[src/rtl/seq_divider_pkg.sv]
// Shared types and constants for the sequential restoring divider.
// Optional build macro: SEQ_DIVIDER_SIGNED_EN (adds two's-complement mode).
package seq_divider_pkg;

  localparam int unsigned MAX_WIDTH = 32;

  typedef enum logic [1:0] {
    ST_IDLE = 2'd0,
    ST_DIV  = 2'd1,
    ST_DONE = 2'd2
  } state_t;

  // Quotient reported for a zero divisor; sliced to the operand width by users.
  localparam logic [MAX_WIDTH-1:0] DZ_QUOTIENT = '1;

endpackage

[src/rtl/seq_divider_if.sv]
// Request/result bundle for seq_divider.
// Optional build macro: SEQ_DIVIDER_SIGNED_EN (adds the sgn request bit).
interface seq_divider_if #(
  parameter int unsigned WIDTH = 8
);

  logic             go;
  logic [WIDTH-1:0] x;
  logic [WIDTH-1:0] y;
`ifdef SEQ_DIVIDER_SIGNED_EN
  logic             sgn;
`endif
  logic [WIDTH-1:0] quotient;
  logic [WIDTH-1:0] remainder;
  logic             busy;
  logic             done;
  logic             err;

`ifdef SEQ_DIVIDER_SIGNED_EN
  modport master (output go, x, y, sgn, input quotient, remainder, busy, done, err);
  modport slave  (input go, x, y, sgn, output quotient, remainder, busy, done, err);
`else
  modport master (output go, x, y, input quotient, remainder, busy, done, err);
  modport slave  (input go, x, y, output quotient, remainder, busy, done, err);
`endif

endinterface

[src/rtl/seq_divider_dp.sv]
// Divider datapath: operand capture, restoring shift-subtract, counter, sign fix-up.
// Signed operation is only requested when SEQ_DIVIDER_SIGNED_EN is defined at the top.
module seq_divider_dp
  import seq_divider_pkg::*;
#(
  parameter int unsigned WIDTH = 8
) (
  input  logic             CLK,
  input  logic             rst,
  input  logic             start_c,
  input  logic             step_c,
  input  logic             load_c,
  input  logic [WIDTH-1:0] x,
  input  logic [WIDTH-1:0] y,
  input  logic             sgn,
  output logic [WIDTH-1:0] quotient,
  output logic [WIDTH-1:0] remainder,
  output logic             dz,
  output logic             last_c
);

  localparam int unsigned      CNT_W    = (WIDTH > 2) ? $clog2(WIDTH) : 1;
  localparam logic [CNT_W-1:0] CNT_LAST = CNT_W'(WIDTH - 1);
  localparam logic [CNT_W-1:0] CNT_ONE  = CNT_W'(1);
  localparam logic [WIDTH-1:0] ONE      = WIDTH'(1);

  function automatic logic [WIDTH-1:0] negate(input logic [WIDTH-1:0] v);
    return ~v + ONE;
  endfunction

  logic [WIDTH-1:0] divisor;
  logic [WIDTH-1:0] quo;
  logic [WIDTH-1:0] part;
  logic [CNT_W-1:0] cnt;
  logic             neg_q;
  logic             neg_r;

  logic             x_neg;
  logic             y_neg;
  logic [WIDTH:0]   trial;
  logic             fits;
  logic [WIDTH-1:0] part_nx;
  logic [WIDTH-1:0] rem_src;

  // One restoring step; dividend bits shift out of quo as quotient bits shift in.
  always_comb begin
    x_neg   = sgn & x[WIDTH-1];
    y_neg   = sgn & y[WIDTH-1];
    trial   = {part, quo[WIDTH-1]};
    fits    = (trial >= {1'b0, divisor});
    part_nx = fits ? (trial[WIDTH-1:0] - divisor) : trial[WIDTH-1:0];
    rem_src = dz ? quo : part;
    last_c  = (cnt == CNT_LAST);
  end

  // Magnitudes are divided; signs are restored when the result is loaded.
  always_ff @(posedge CLK or negedge rst) begin
    if (!rst) begin
      divisor   <= '0;
      quo       <= '0;
      part      <= '0;
      cnt       <= '0;
      neg_q     <= 1'b0;
      neg_r     <= 1'b0;
      dz        <= 1'b0;
      quotient  <= '0;
      remainder <= '0;
    end else begin
      if (start_c) begin
        divisor <= y_neg ? negate(y) : y;
        quo     <= x_neg ? negate(x) : x;
        part    <= '0;
        cnt     <= '0;
        neg_q   <= x_neg ^ y_neg;
        neg_r   <= x_neg;
        dz      <= (y == '0);
      end else if (step_c) begin
        quo  <= {quo[WIDTH-2:0], fits};
        part <= part_nx;
        cnt  <= cnt + CNT_ONE;
      end
      if (load_c) begin
        quotient  <= dz ? DZ_QUOTIENT[WIDTH-1:0] : (neg_q ? negate(quo) : quo);
        remainder <= neg_r ? negate(rem_src) : rem_src;
      end
    end
  end

endmodule

[src/rtl/seq_divider.sv]
// Sequential restoring divider: IDLE/DIV/DONE control around seq_divider_dp.
// Optional build macro: SEQ_DIVIDER_SIGNED_EN (two's-complement mode via bus.sgn).
module seq_divider
  import seq_divider_pkg::*;
#(
  parameter int unsigned WIDTH = 8
) (
  input  logic          CLK,
  input  logic          rst,
  seq_divider_if.slave  bus
);

  state_t state;
  state_t state_nx;

  logic start_c;
  logic step_c;
  logic load_c;
  logic busy_nx;
  logic done_nx;
  logic err_nx;
  logic sgn_c;
  logic dz;
  logic last_c;

`ifdef SEQ_DIVIDER_SIGNED_EN
  assign sgn_c = bus.sgn;
`else
  assign sgn_c = 1'b0;
`endif

  // State register and registered status flags.
  always_ff @(posedge CLK or negedge rst) begin
    if (!rst) begin
      state    <= ST_IDLE;
      bus.busy <= 1'b0;
      bus.done <= 1'b0;
      bus.err  <= 1'b0;
    end else begin
      state    <= state_nx;
      bus.busy <= busy_nx;
      bus.done <= done_nx;
      bus.err  <= err_nx;
    end
  end

  // Next state; a zero divisor skips the iterations entirely.
  always_comb begin
    state_nx = state;
    unique case (state)
      ST_IDLE: if (bus.go) state_nx = (bus.y == '0) ? ST_DONE : ST_DIV;
      ST_DIV:  if (last_c) state_nx = ST_DONE;
      ST_DONE: state_nx = ST_IDLE;
      default: state_nx = ST_IDLE;
    endcase
  end

  // Datapath controls and next values of the status flags.
  always_comb begin
    start_c = 1'b0;
    step_c  = 1'b0;
    load_c  = 1'b0;
    done_nx = 1'b0;
    err_nx  = 1'b0;
    busy_nx = (state_nx == ST_DIV);
    unique case (state)
      ST_IDLE: start_c = bus.go;
      ST_DIV:  step_c  = 1'b1;
      ST_DONE: begin
        load_c  = 1'b1;
        done_nx = 1'b1;
        err_nx  = dz;
      end
      default: ;
    endcase
  end

  seq_divider_dp #(
    .WIDTH (WIDTH)
  ) u_dp (
    .CLK       (CLK),
    .rst       (rst),
    .start_c   (start_c),
    .step_c    (step_c),
    .load_c    (load_c),
    .x         (bus.x),
    .y         (bus.y),
    .sgn       (sgn_c),
    .quotient  (bus.quotient),
    .remainder (bus.remainder),
    .dz        (dz),
    .last_c    (last_c)
  );

endmodule

[src/flat_wrapper.sv]
// flat-port wrapper written by rule: the top's interface ports become plain ports
module seq_divider_flat import seq_divider_pkg::*;
#(
  parameter int unsigned WIDTH = 8
)
  (CLK, rst, bus_go, bus_x, bus_y, bus_quotient, bus_remainder, bus_busy, bus_done, bus_err);
  seq_divider_if #(.WIDTH(WIDTH)) bus_i ();
  input  logic CLK;
  input  logic rst;
  input wire logic [$bits(bus_i.go)-1:0] bus_go;
  input wire logic [$bits(bus_i.x)-1:0] bus_x;
  input wire logic [$bits(bus_i.y)-1:0] bus_y;
  output wire logic [$bits(bus_i.quotient)-1:0] bus_quotient;
  output wire logic [$bits(bus_i.remainder)-1:0] bus_remainder;
  output wire logic [$bits(bus_i.busy)-1:0] bus_busy;
  output wire logic [$bits(bus_i.done)-1:0] bus_done;
  output wire logic [$bits(bus_i.err)-1:0] bus_err;
  assign bus_i.go = bus_go;
  assign bus_i.x = bus_x;
  assign bus_i.y = bus_y;
  assign bus_quotient = bus_i.quotient;
  assign bus_remainder = bus_i.remainder;
  assign bus_busy = bus_i.busy;
  assign bus_done = bus_i.done;
  assign bus_err = bus_i.err;
  seq_divider #(.WIDTH(WIDTH)) u_core (.CLK(CLK), .rst(rst), .bus(bus_i));
endmodule
[config.mk]
export PLATFORM = sky130hd
export DESIGN_NAME = seq_divider_flat
export DESIGN_NICKNAME = d
export VERILOG_FILES = /design/src/rtl/seq_divider_pkg.sv /design/src/rtl/seq_divider_if.sv /design/src/rtl/seq_divider_dp.sv /design/src/rtl/seq_divider.sv /design/src/flat_wrapper.sv
export SDC_FILE = /design/constraint.sdc
export NUM_CORES = 1
export LEC_CHECK = 0
export BUFFER_PORTS_ARGS = -buffer_cell sky130_fd_sc_hd__buf_2
export CAP_MARGIN = 20
export CELL_PAD_IN_SITES_DETAIL_PLACEMENT = 1
export CELL_PAD_IN_SITES_GLOBAL_PLACEMENT = 1
export CORE_UTILIZATION = 35
export DETAILED_ROUTE_END_ITERATION = 10
export GPL_TIMING_DRIVEN = 0
export PLACE_DENSITY_LB_ADDON = 0.1
export SKIP_LAST_GASP = 1
export SYNTH_ARGS = -nofsm -noshare
export SYNTH_HDL_FRONTEND = slang
export SYNTH_HIERARCHICAL = 1
export SYNTH_SLANG_ARGS = --single-unit
export TNS_END_PERCENT = 100
[constraint.sdc]
create_clock -name CLK -period 6.83 [get_ports CLK]
set_input_delay 0.683 -clock CLK [delete_from_list [all_inputs] [get_ports CLK]]
set_output_delay 0.683 -clock CLK [all_outputs]
set_load 0.02 [all_outputs]
==> impl_metrics.toml, run 1 <==
[floorplanning]
die_h_um = 97.0
fp-row-count = 34
start_util_pct = 36.2
boundaryPins = 38
die_w_um = 97.0
dieArea_sq_um = 9410
core-area_sq_um = 8720

[route]
ant_nets = 0
via_count = 2659
drt_first_pass_iters = 4
first_iter_violations = 93
wire_per_inst_um = 15.9
wl_um = 8170
drc = 0
viasPerCell = 5.17

[setup_path]
r2r_setup_slack_ns = 4.26
required_ns = 7.04
cpPeakStageDelay_ns = 0.46
crit_fanout = 10
crit_path_end_kind = "flop"
startpoint_type = "flop"
critPathKind = "flop to flop"
worstRegToRegCells = 8
worstPathArrival_ns = 2.78
cpMaxStageDelayCell = "clkbuf_1"
setup.worst_path.end = "u_core/u_dp/remainder[6]"
reg2reg_to = "u_core/u_dp/remainder[6]"
crit_start = "u_core/u_dp/dz"
rr_startpoint = "u_core/u_dp/dz"
crit_chain = "buf_1 > clkbuf_1 > mux2i_1 > ha_1 > inv_1 > o21ai_0 > xor2_1 > mux2_2"

[worst_hold_path]
hp-class = "input port to asynchronous set/reset pin"

[clock_network]
cts_hold_buffers = 0
post_cts_buffers = 0
cts_buffers = 5
root_buffer = "clkbuf_8"
cts_htree_levels = 2
cts_buffer_depth = 2
cts_tree = "yes"
cts_resized = 0
numClockSinks = 51
cts.clk_slew.worst_paths_ns = 0.11
clk_latency_ns = 0.32

[timing]
final.setup.tns_ns = 0
max_freq_ghz = 0.389
skew_ns = 0.00749
report.final.slew_viol_count = 0
fin_ws_ns = 4.26
fin_crit_sh_pct = 37.7
hold_violations = 0
tightest_slew_ns = 0.786
rsz0062_at_grt = "false"
final-setup-viol-count = 0
fin_crit_ns = 2.57
timing.slew.headroom_pct = 47.5

[logic_synthesis]
synth_xor_area_share_pct = 7.76
syn_inst = 354
synth_ff_type = "dfrtp_1"
ys_async_sr_fraction_pct = 100
synth_warnings = 6
ys_seq_area_share_pct = 40.4
synth-edff-count = 0
synth_compound_gate_area_share_pct = 14.7
synth_top_family_by_area = "simple AND/OR/NAND/NOR gates"
synth-seq-cells = 51
avgSynthCellArea_sq_um = 8.93
synthMuxAreaShare_pct = 9.90
synth_cell_types = 41
syn_area_sq_um = 3160
yosys.area_share.simple_pct = 16.3
synth_fa_ha_area_share_pct = 6.18

[finish]
final_util_pct = 41.7
stdcell_area_sq_um = 3640
final_cell_mix = "53 x nor2_1, 51 x dfrtp_1, 37 x buf_2"
drive_gt1_share_pct = 15.3
fill_cells = 1065
final_common_cell = "nor2_1"
nets = 439
syn_to_final_growth_pct = 15.2
n_antenna_cell = 0

[placement]
portBuffers = 37
place_ws_ns = 4.10
gp_congestion = 0.778
place_hpwl_um = 6370
place_area_sq_um = 3520

[power_and_ir_drop]
ir_drop_mv = 0.213
p_leak_nw = 1.72
p_total_mw = 1.78
powerDensity_nw_per_um2 = 488

[grt]
globalRouteTotalUtil_pct = 18.4
grt_overflow = 0
grt_max_degree = 28
antenna_found_initial = 0
grt_pass1_vias = 2707
grt_pass1_wl_um = 13800

[job]
drv_cap = 0

[outcome]
outcome = "finished, final reports clean"
[Yosys cell counts, types with 5 or more instances]
master / count / area, sq um
mux2_2: 10 / 113
xnor2_1: 18 / 158
nor2_1: 53 / 199
nand3_1: 7 / 35.0
o21ai_0: 20 / 100
nor3_1: 7 / 35.0
dfrtp_1: 51 / 1280
inv_1: 23 / 86.3
o31ai_1: 6 / 45.0
nand2b_1: 6 / 37.5
ha_1: 14 / 175
clkbuf_1: 12 / 45.0
a21oi_1: 28 / 140
mux2i_1: 20 / 200
xor2_1: 10 / 87.6
nand2_1: 22 / 82.6
a211oi_1: 5 / 37.5
[state kept, by name, summed over array words and instances, names as in the netlist]
name and count:
u_core/u_dp/cnt 3, u_core/bus.busy 1, u_core/bus.err 1, u_core/bus.done 1, u_core/state 2, u_core/u_dp/neg_r 1, u_core/u_dp/dz 1, u_core/u_dp/neg_q 1
u_core/u_dp/remainder 8, u_core/u_dp/divisor 8, u_core/u_dp/part 8, u_core/u_dp/quo 8, u_core/u_dp/quotient 8
[how the worst min path moves through the flow]
stage	end	slack (ns)
2_1_floorplan	u_core/bus.busy	0.39
3_3_place_gp	u_core/bus.done	0.48
3_5_place_dp	u_core/bus.done	0.48
4_1_cts	u_core/bus.busy	0.37
5_1_grt	u_core/bus.busy	0.39
6_report	u_core/bus.busy	0.35
[cell type report]
| cell class | instances | area [sq um] | area share [%] |
|---|---|---|---|
| Clock inverter | 3 | 47.5 | 1.31 |
| Inverter | 23 | 86.3 | 2.37 |
| Sequential cell | 51 | 1280 | 35.1 |
| Tap cell | 108 | 135 | 3.71 |
| Timing Repair Buffer | 38 | 205 | 5.64 |
| Buffer | 16 | 61.3 | 1.68 |
| Clock buffer | 5 | 68.8 | 1.89 |
| Multi-Input combinational cell | 270 | 1760 | 48.3 |
[metal layers]
layer,routed length [um],global-route usage [%],up-vias,share of wire (%)
li1,-,-,1307,-
met5,0,0,-,0
met4,113,4.94,0,1.4
met3,217,2.60,12,2.7
met2,3730,29.6,40,46
met1,4100,25.9,1300,50
[power by group]
group          internal (mW)  switching (mW)  leakage (nW)
clock                  0.111           0.113        0.0587
combinational          0.420           0.568          1.03
sequential             0.436           0.128         0.629
[through the flow]
stage / hold WS (ns) / cells
2_1_floorplan: 0.387 / 360
6_report: 0.349 / 514
3_3_place_gp: 0.479 / 505
3_5_place_dp: 0.477 / 506
5_1_grt: 0.391 / 514
4_1_cts: 0.365 / 514
[cells by family after synthesis]
kind of cell | after synthesis
muxes | 30
adders and majority gates | 15
buffers and inverters | 39
and+or+nand+nor | 112
other | 1
DFF | 51
xor gates and xnor gates | 28
AOI/OAI and AO/OA | 78
[critical path: cells and delay by family, from the launching register on]
kind / cells / cell delay, ns
buffers and inverters: 3 / 0.96
multiplexers: 2 / 0.57
flip-flops: 1 / 0.44
adder cells (fa/ha/maj): 1 / 0.21
AO/OA/AOI/OAI: 1 / 0.20
XOR/XNOR: 1 / 0.10
(Power assumes the default switching activity.)
==> run 2: changes to the inputs <==
Settings changed: ABC_AREA set to 1.
Clock period 6.83 ns to 2.22 ns, I/O delays scaled along.
==> impl_metrics.toml, run 2 <==
[logic_synthesis]
yosysTopAreaCell = "dfrtp_1"
syn_inst = 458
avgSynthCellArea_sq_um = 7.15
synth_cell_types = 37
synth.top_cell.area_share_pct = 38.9
yosysMostFrequentCell = "nand2_1"
ys_seq_area_share_pct = 38.9
syn_area_sq_um = 3280
ys_async_sr_fraction_pct = 100
synth_warnings = 6
synthTopCellsByCount = "142 x nand2_1, 60 x inv_1, 51 x dfrtp_1"
synth-seq-cells = 51
synth-edff-count = 0
synth_area_leaders = "dfrtp_1 39%, nand2_1 16%, inv_1 6.9%"
synth_ff_type = "dfrtp_1"

[floorplanning]
start_util_pct = 36.9
core-area_sq_um = 8890
boundaryPins = 38
die_w_um = 98.8
dieArea_sq_um = 9750
die_h_um = 98.8
fp-row-count = 34

[route]
first_iter_violations = 55
drt_first_pass_iters = 4
wire_per_inst_um = 14.4
drc = 0
via_count = 3014
ant_nets = 0
wl_um = 8870
viasPerCell = 4.89

[setup_path]
crit_path_end_kind = "flop"
crit_start = "u_core/u_dp/part[4]"
startpoint_type = "flop"
critPathKind = "flop to flop"
cpPeakStageDelay_ns = 0.46
reg2reg_to = "u_core/u_dp/quo[0]"
rr_startpoint = "u_core/u_dp/part[4]"
setup.worst_path.end = "u_core/u_dp/quo[0]"
crit_fanout = 9
worstPathArrival_ns = 2.22
cpMaxStageDelayCell = "dfrtp_1"
r2r_setup_slack_ns = 0.19
required_ns = 2.41
worstRegToRegCells = 9
crit_chain = "ha_1 > nand2_1 > nor2_1 > nand2_1 > nor2_1 > nor2_2 > nand2_4 > o21ai_1 > o21ai_0"

[outcome]
outcome = "finished, final reports clean"

[grt]
globalRouteTotalUtil_pct = 20.1
antenna_found_initial = 0
grt_pass1_wl_um = 15600
grt_max_degree = 27
grt_pass1_vias = 3240
grt_overflow = 0

[timing]
tightest_slew_ns = 0.659
timing.slew.headroom_pct = 56.1
skew_ns = 0.0143
report.final.slew_viol_count = 0
final.setup.tns_ns = 0
max_freq_ghz = 0.493
hold_violations = 0
hold_ws_ns = 0.156
final-setup-viol-count = 0
fin_crit_sh_pct = 91.4
rsz0062_at_grt = "false"
fin_ws_ns = 0.191
fin_crit_ns = 2.03

[finish]
final_common_cell = "nand2_1"
n_antenna_cell = 0
nets = 541
syn_to_final_growth_pct = 14.5
multi_input_area_sq_um = 1720
seqCellArea_sq_um = 1280
fill_cells = 1154
drive_gt1_share_pct = 13.0
final_cell_mix = "142 x nand2_1, 60 x inv_1, 51 x dfrtp_1"

[clock_network]
cts_htree_levels = 2
cts_buffers = 5
root_buffer = "clkbuf_8"
cts_buffer_depth = 2
cts.clk_slew.worst_paths_ns = 0.11
numClockSinks = 51
clk_latency_ns = 0.32
cts_tree = "yes"
post_cts_buffers = 0

[power_and_ir_drop]
ir_drop_mv = 0.442
p_leak_nw = 2.01
powerDensity_nw_per_um2 = 1510

[placement]
gp_congestion = 0.811
place_ws_ns = 0.157
portBuffers = 37
place_hpwl_um = 7050

[job]
drv_cap = 0

[worst_hold_path]
hp-class = "input port to flop"
whs_path_depth = 2
==> run 2: cell families after synthesis <==
group,Yosys count,share of synthesized area (%)
buffers and inverters,72,8.90
and+or+nand+nor,244,31.6
adders and majority gates,15,5.96
AOI/OAI and AO/OA,61,10.7
xor gates and xnor gates,14,3.74
other,1,0.114
DFF,51,38.9
==> run 2: repair_timing <==
item / CTS / global route
endpoints found under the setup margin: 0 / 1
endpoints found under the hold margin: 25 / 0
hold buffers: 1 / 0
resized for setup: 0 / 1
==> run 2: worst min-delay path by stage <==
stage | from | to | slack, ns
floorplan | rst | u_core/bus.busy | -0.07
global placement | u_core/u_dp/remainder[7] | u_core/u_dp/remainder[7] | 0.46
detailed placement | rst | u_core/u_dp/part[3] | 0.31
CTS | bus_y[6] | u_core/u_dp/dz | 0.15
global route | bus_y[6] | u_core/u_dp/dz | 0.15
finish | bus_y[6] | u_core/u_dp/dz | 0.16
==> run 2: per-stage QoR <==
| stage | util (%) | cells | power, mW | instance area (sq um) |
|---|---|---|---|---|
| 2_1_floorplan | - | 461 | 4.13 | 3290 |
| 3_3_place_gp | 40.6 | 606 | 4.92 | 3610 |
| 3_5_place_dp | 40.8 | 607 | 5.04 | 3630 |
| 4_1_cts | 42.2 | 616 | 5.76 | 3750 |
| 5_1_grt | 42.2 | 616 | 6.33 | 3750 |
| 6_report | 42.2 | 616 | 5.68 | 3750 |
==> run 2: layout make-up <==
cell class	count	area share [%]
clock inverter	3	1.17
clock buffer	5	1.83
sequential	51	34.0
multi-input combinational	338	45.9
timing repair buffer	39	5.73
buffer	11	1.67
tap	108	3.60
inverter	61	6.10
==> run 2: report_power, final <==
part	switching, mW	internal, mW	leakage [nW]	total, mW
clock	0.334	0.336	0.0581	0.671
combinational	2.17	1.22	1.31	3.39
sequential	0.257	1.36	0.642	1.61
total	2.76	2.92	2.01	5.68
==> run 2: per-layer routing <==
layer | GRT usage (%) | part of all wire (%)
met5 | 0 | 0
met4 | 4.82 | 0.99
met3 | 2.62 | 1.6
met2 | 34.3 | 47
met1 | 27.1 | 50
==> run 2: critical path, delay by kind of cell, from the launching register on <==
family,cells,cell delay [ns]
AND/OR/NAND/NOR,6,0.81
AO/OA/AOI/OAI,2,0.26
flip-flops,1,0.46
adder cells (fa/ha/maj),1,0.37
==> run 3: changes to the inputs <==
Settings changed: PLACE_DENSITY set to 0.67, PLACE_DENSITY_LB_ADDON 0.1 to unset, REMOVE_ABC_BUFFERS set to 1.
==> impl_metrics.toml, run 3 (synthesized netlist as in run 2, its figures left out) <==
[grt]
antenna_found_initial = 0
grt_overflow = 0
globalRouteTotalUtil_pct = 19.9
grt_pass1_vias = 3231
grt_max_degree = 33
grt_pass1_wl_um = 15400

[timing]
skew_ns = 0.00548
hold_violations = 0
final.setup.tns_ns = 0
report.final.slew_viol_count = 0
fin_ws_ns = 0.173
fin_crit_ns = 2.05
final-setup-viol-count = 0
fin_crit_sh_pct = 92.2
max_freq_ghz = 0.488
timing.slew.headroom_pct = 50.1
tightest_slew_ns = 0.745
rsz0062_at_grt = "true"

[route]
viasPerCell = 5.00
drc = 0
via_count = 3032
drt_first_pass_iters = 4
first_iter_violations = 76
wire_per_inst_um = 14.1
ant_nets = 0
wl_um = 8570

[setup_path]
cpMaxStageDelayCell = "dfrtp_1"
required_ns = 2.43
rr_startpoint = "u_core/u_dp/dz"
crit_path_end_kind = "flop"
crit_fanout = 17
cpPeakStageDelay_ns = 0.74
worstPathArrival_ns = 2.25
crit_family = "flip-flops"
reg2reg_to = "u_core/u_dp/remainder[4]"
crit_chain = "o21ai_0 > ha_1 > nand3_1 > nand2_1 > or2_2 > nand3_1 > nand2_1"
critPathKind = "flop to flop"
startpoint_type = "flop"
crit_buf_inv = 0
r2r_setup_slack_ns = 0.17
worstRegToRegCells = 7

[power_and_ir_drop]
p_leak_nw = 1.97
p_total_mw = 5.52
ir_drop_mv = 0.413
powerDensity_nw_per_um2 = 1500

[worst_hold_path]
hold_start = "bus_y[6]"
hp-class = "input port to flop"
whs_endpoint = "u_core/u_dp/dz"
whs_path_depth = 2

[placement]
gp_congestion = 0.788
portBuffers = 37
place_area_sq_um = 3580
place_ws_ns = 0.0616
place_hpwl_um = 6740

[finish]
final_common_cell = "nand2_1"
n_antenna_cell = 0
syn_to_final_growth_pct = 12.4
drive_gt1_share_pct = 12.4
stdcell_area_sq_um = 3680
final_cell_mix = "142 x nand2_1, 60 x inv_1, 51 x dfrtp_1"
final_util_pct = 41.4
nets = 532

[floorplanning]
core-area_sq_um = 8890
dieArea_sq_um = 9750
die_h_um = 98.8
fp-row-count = 34
start_util_pct = 36.9
boundaryPins = 38
die_w_um = 98.8

[clock_network]
numClockSinks = 51
cts_buffer_depth = 2
root_buffer = "clkbuf_8"
cts_buffers = 5
cts.clk_slew.worst_paths_ns = 0.10
clk_latency_ns = 0.30
cts_tree = "yes"
cts_htree_levels = 2
post_cts_buffers = 0

[outcome]
outcome = "finished, final reports clean"

[job]
drv_cap = 0
==> run 3: changes by cell type in the layout (fill, tap and decap cells not counted), sizes merged <==
cell    before  now
buf         43   40
bufinv       1    0
clkbuf      11    6
clkinv       2    0
inv         61   62
==> run 3: metal layers <==
| layer | track usage, % | vias up | part of all wire (%) |
|---|---|---|---|
| li1 | - | 1534 | - |
| met1 | 26.2 | 1461 | 50 |
| met2 | 34.8 | 32 | 48 |
| met3 | 2.13 | 5 | 1.6 |
| met4 | 4.82 | 0 | 1.0 |
| met5 | 0 | - | 0 |
==> run 3: power by group <==
part / switching [mW] / internal [mW]
combinational: 2.10 / 1.20
sequential: 0.294 / 1.36
clock: 0.320 / 0.252
total: 2.72 / 2.80
==> run 3: worst register-to-register path, cell delays in order, from the launching register on <==
cell and delay, ns:
dfrtp_1 0.74, o21ai_0 0.36, ha_1 0.31, nand3_1 0.09, nand2_1 0.06, or2_2 0.28, nand3_1 0.08, nand2_1 0.05
==> run 3: final cells by class <==
cell class | instances | area, sq um
clock inverter | 1 | 8.76
multi-input combinational | 338 | 1720
fill | 1135 | 5210
clock buffer | 6 | 82.6
tap | 108 | 135
sequential | 51 | 1280
timing repair buffer | 41 | 230
inverter | 61 | 229
==> run 3: how the worst max path moves through the flow <==
stage	startpoint	endpoint	depth (start not counted)
after global routing	u_core/u_dp/dz	u_core/u_dp/remainder[4]	7
after detailed placement	u_core/state[1]	u_core/u_dp/quotient[5]	8
after CTS	u_core/state[1]	u_core/u_dp/quotient[5]	8
after global placement	u_core/state[1]	u_core/u_dp/quotient[5]	7
after floorplan	u_core/state[1]	u_core/u_dp/quotient[3]	7
final	u_core/u_dp/dz	u_core/u_dp/remainder[4]	7
==> run 3: stage by stage <==
stage	hold WS, ns	instances
final	0.150	606
after global routing	0.152	606
after CTS	0.141	606
after detailed placement	0.226	598
after global placement	0.457	595
after floorplan	-0.0736	450
==> run 3: timing repair <==
item,in CTS,in global routing
endpoints found under the hold margin,19,0
gates resized for setup,0,1
endpoints found under the setup margin,0,4
hold buffers,1,0
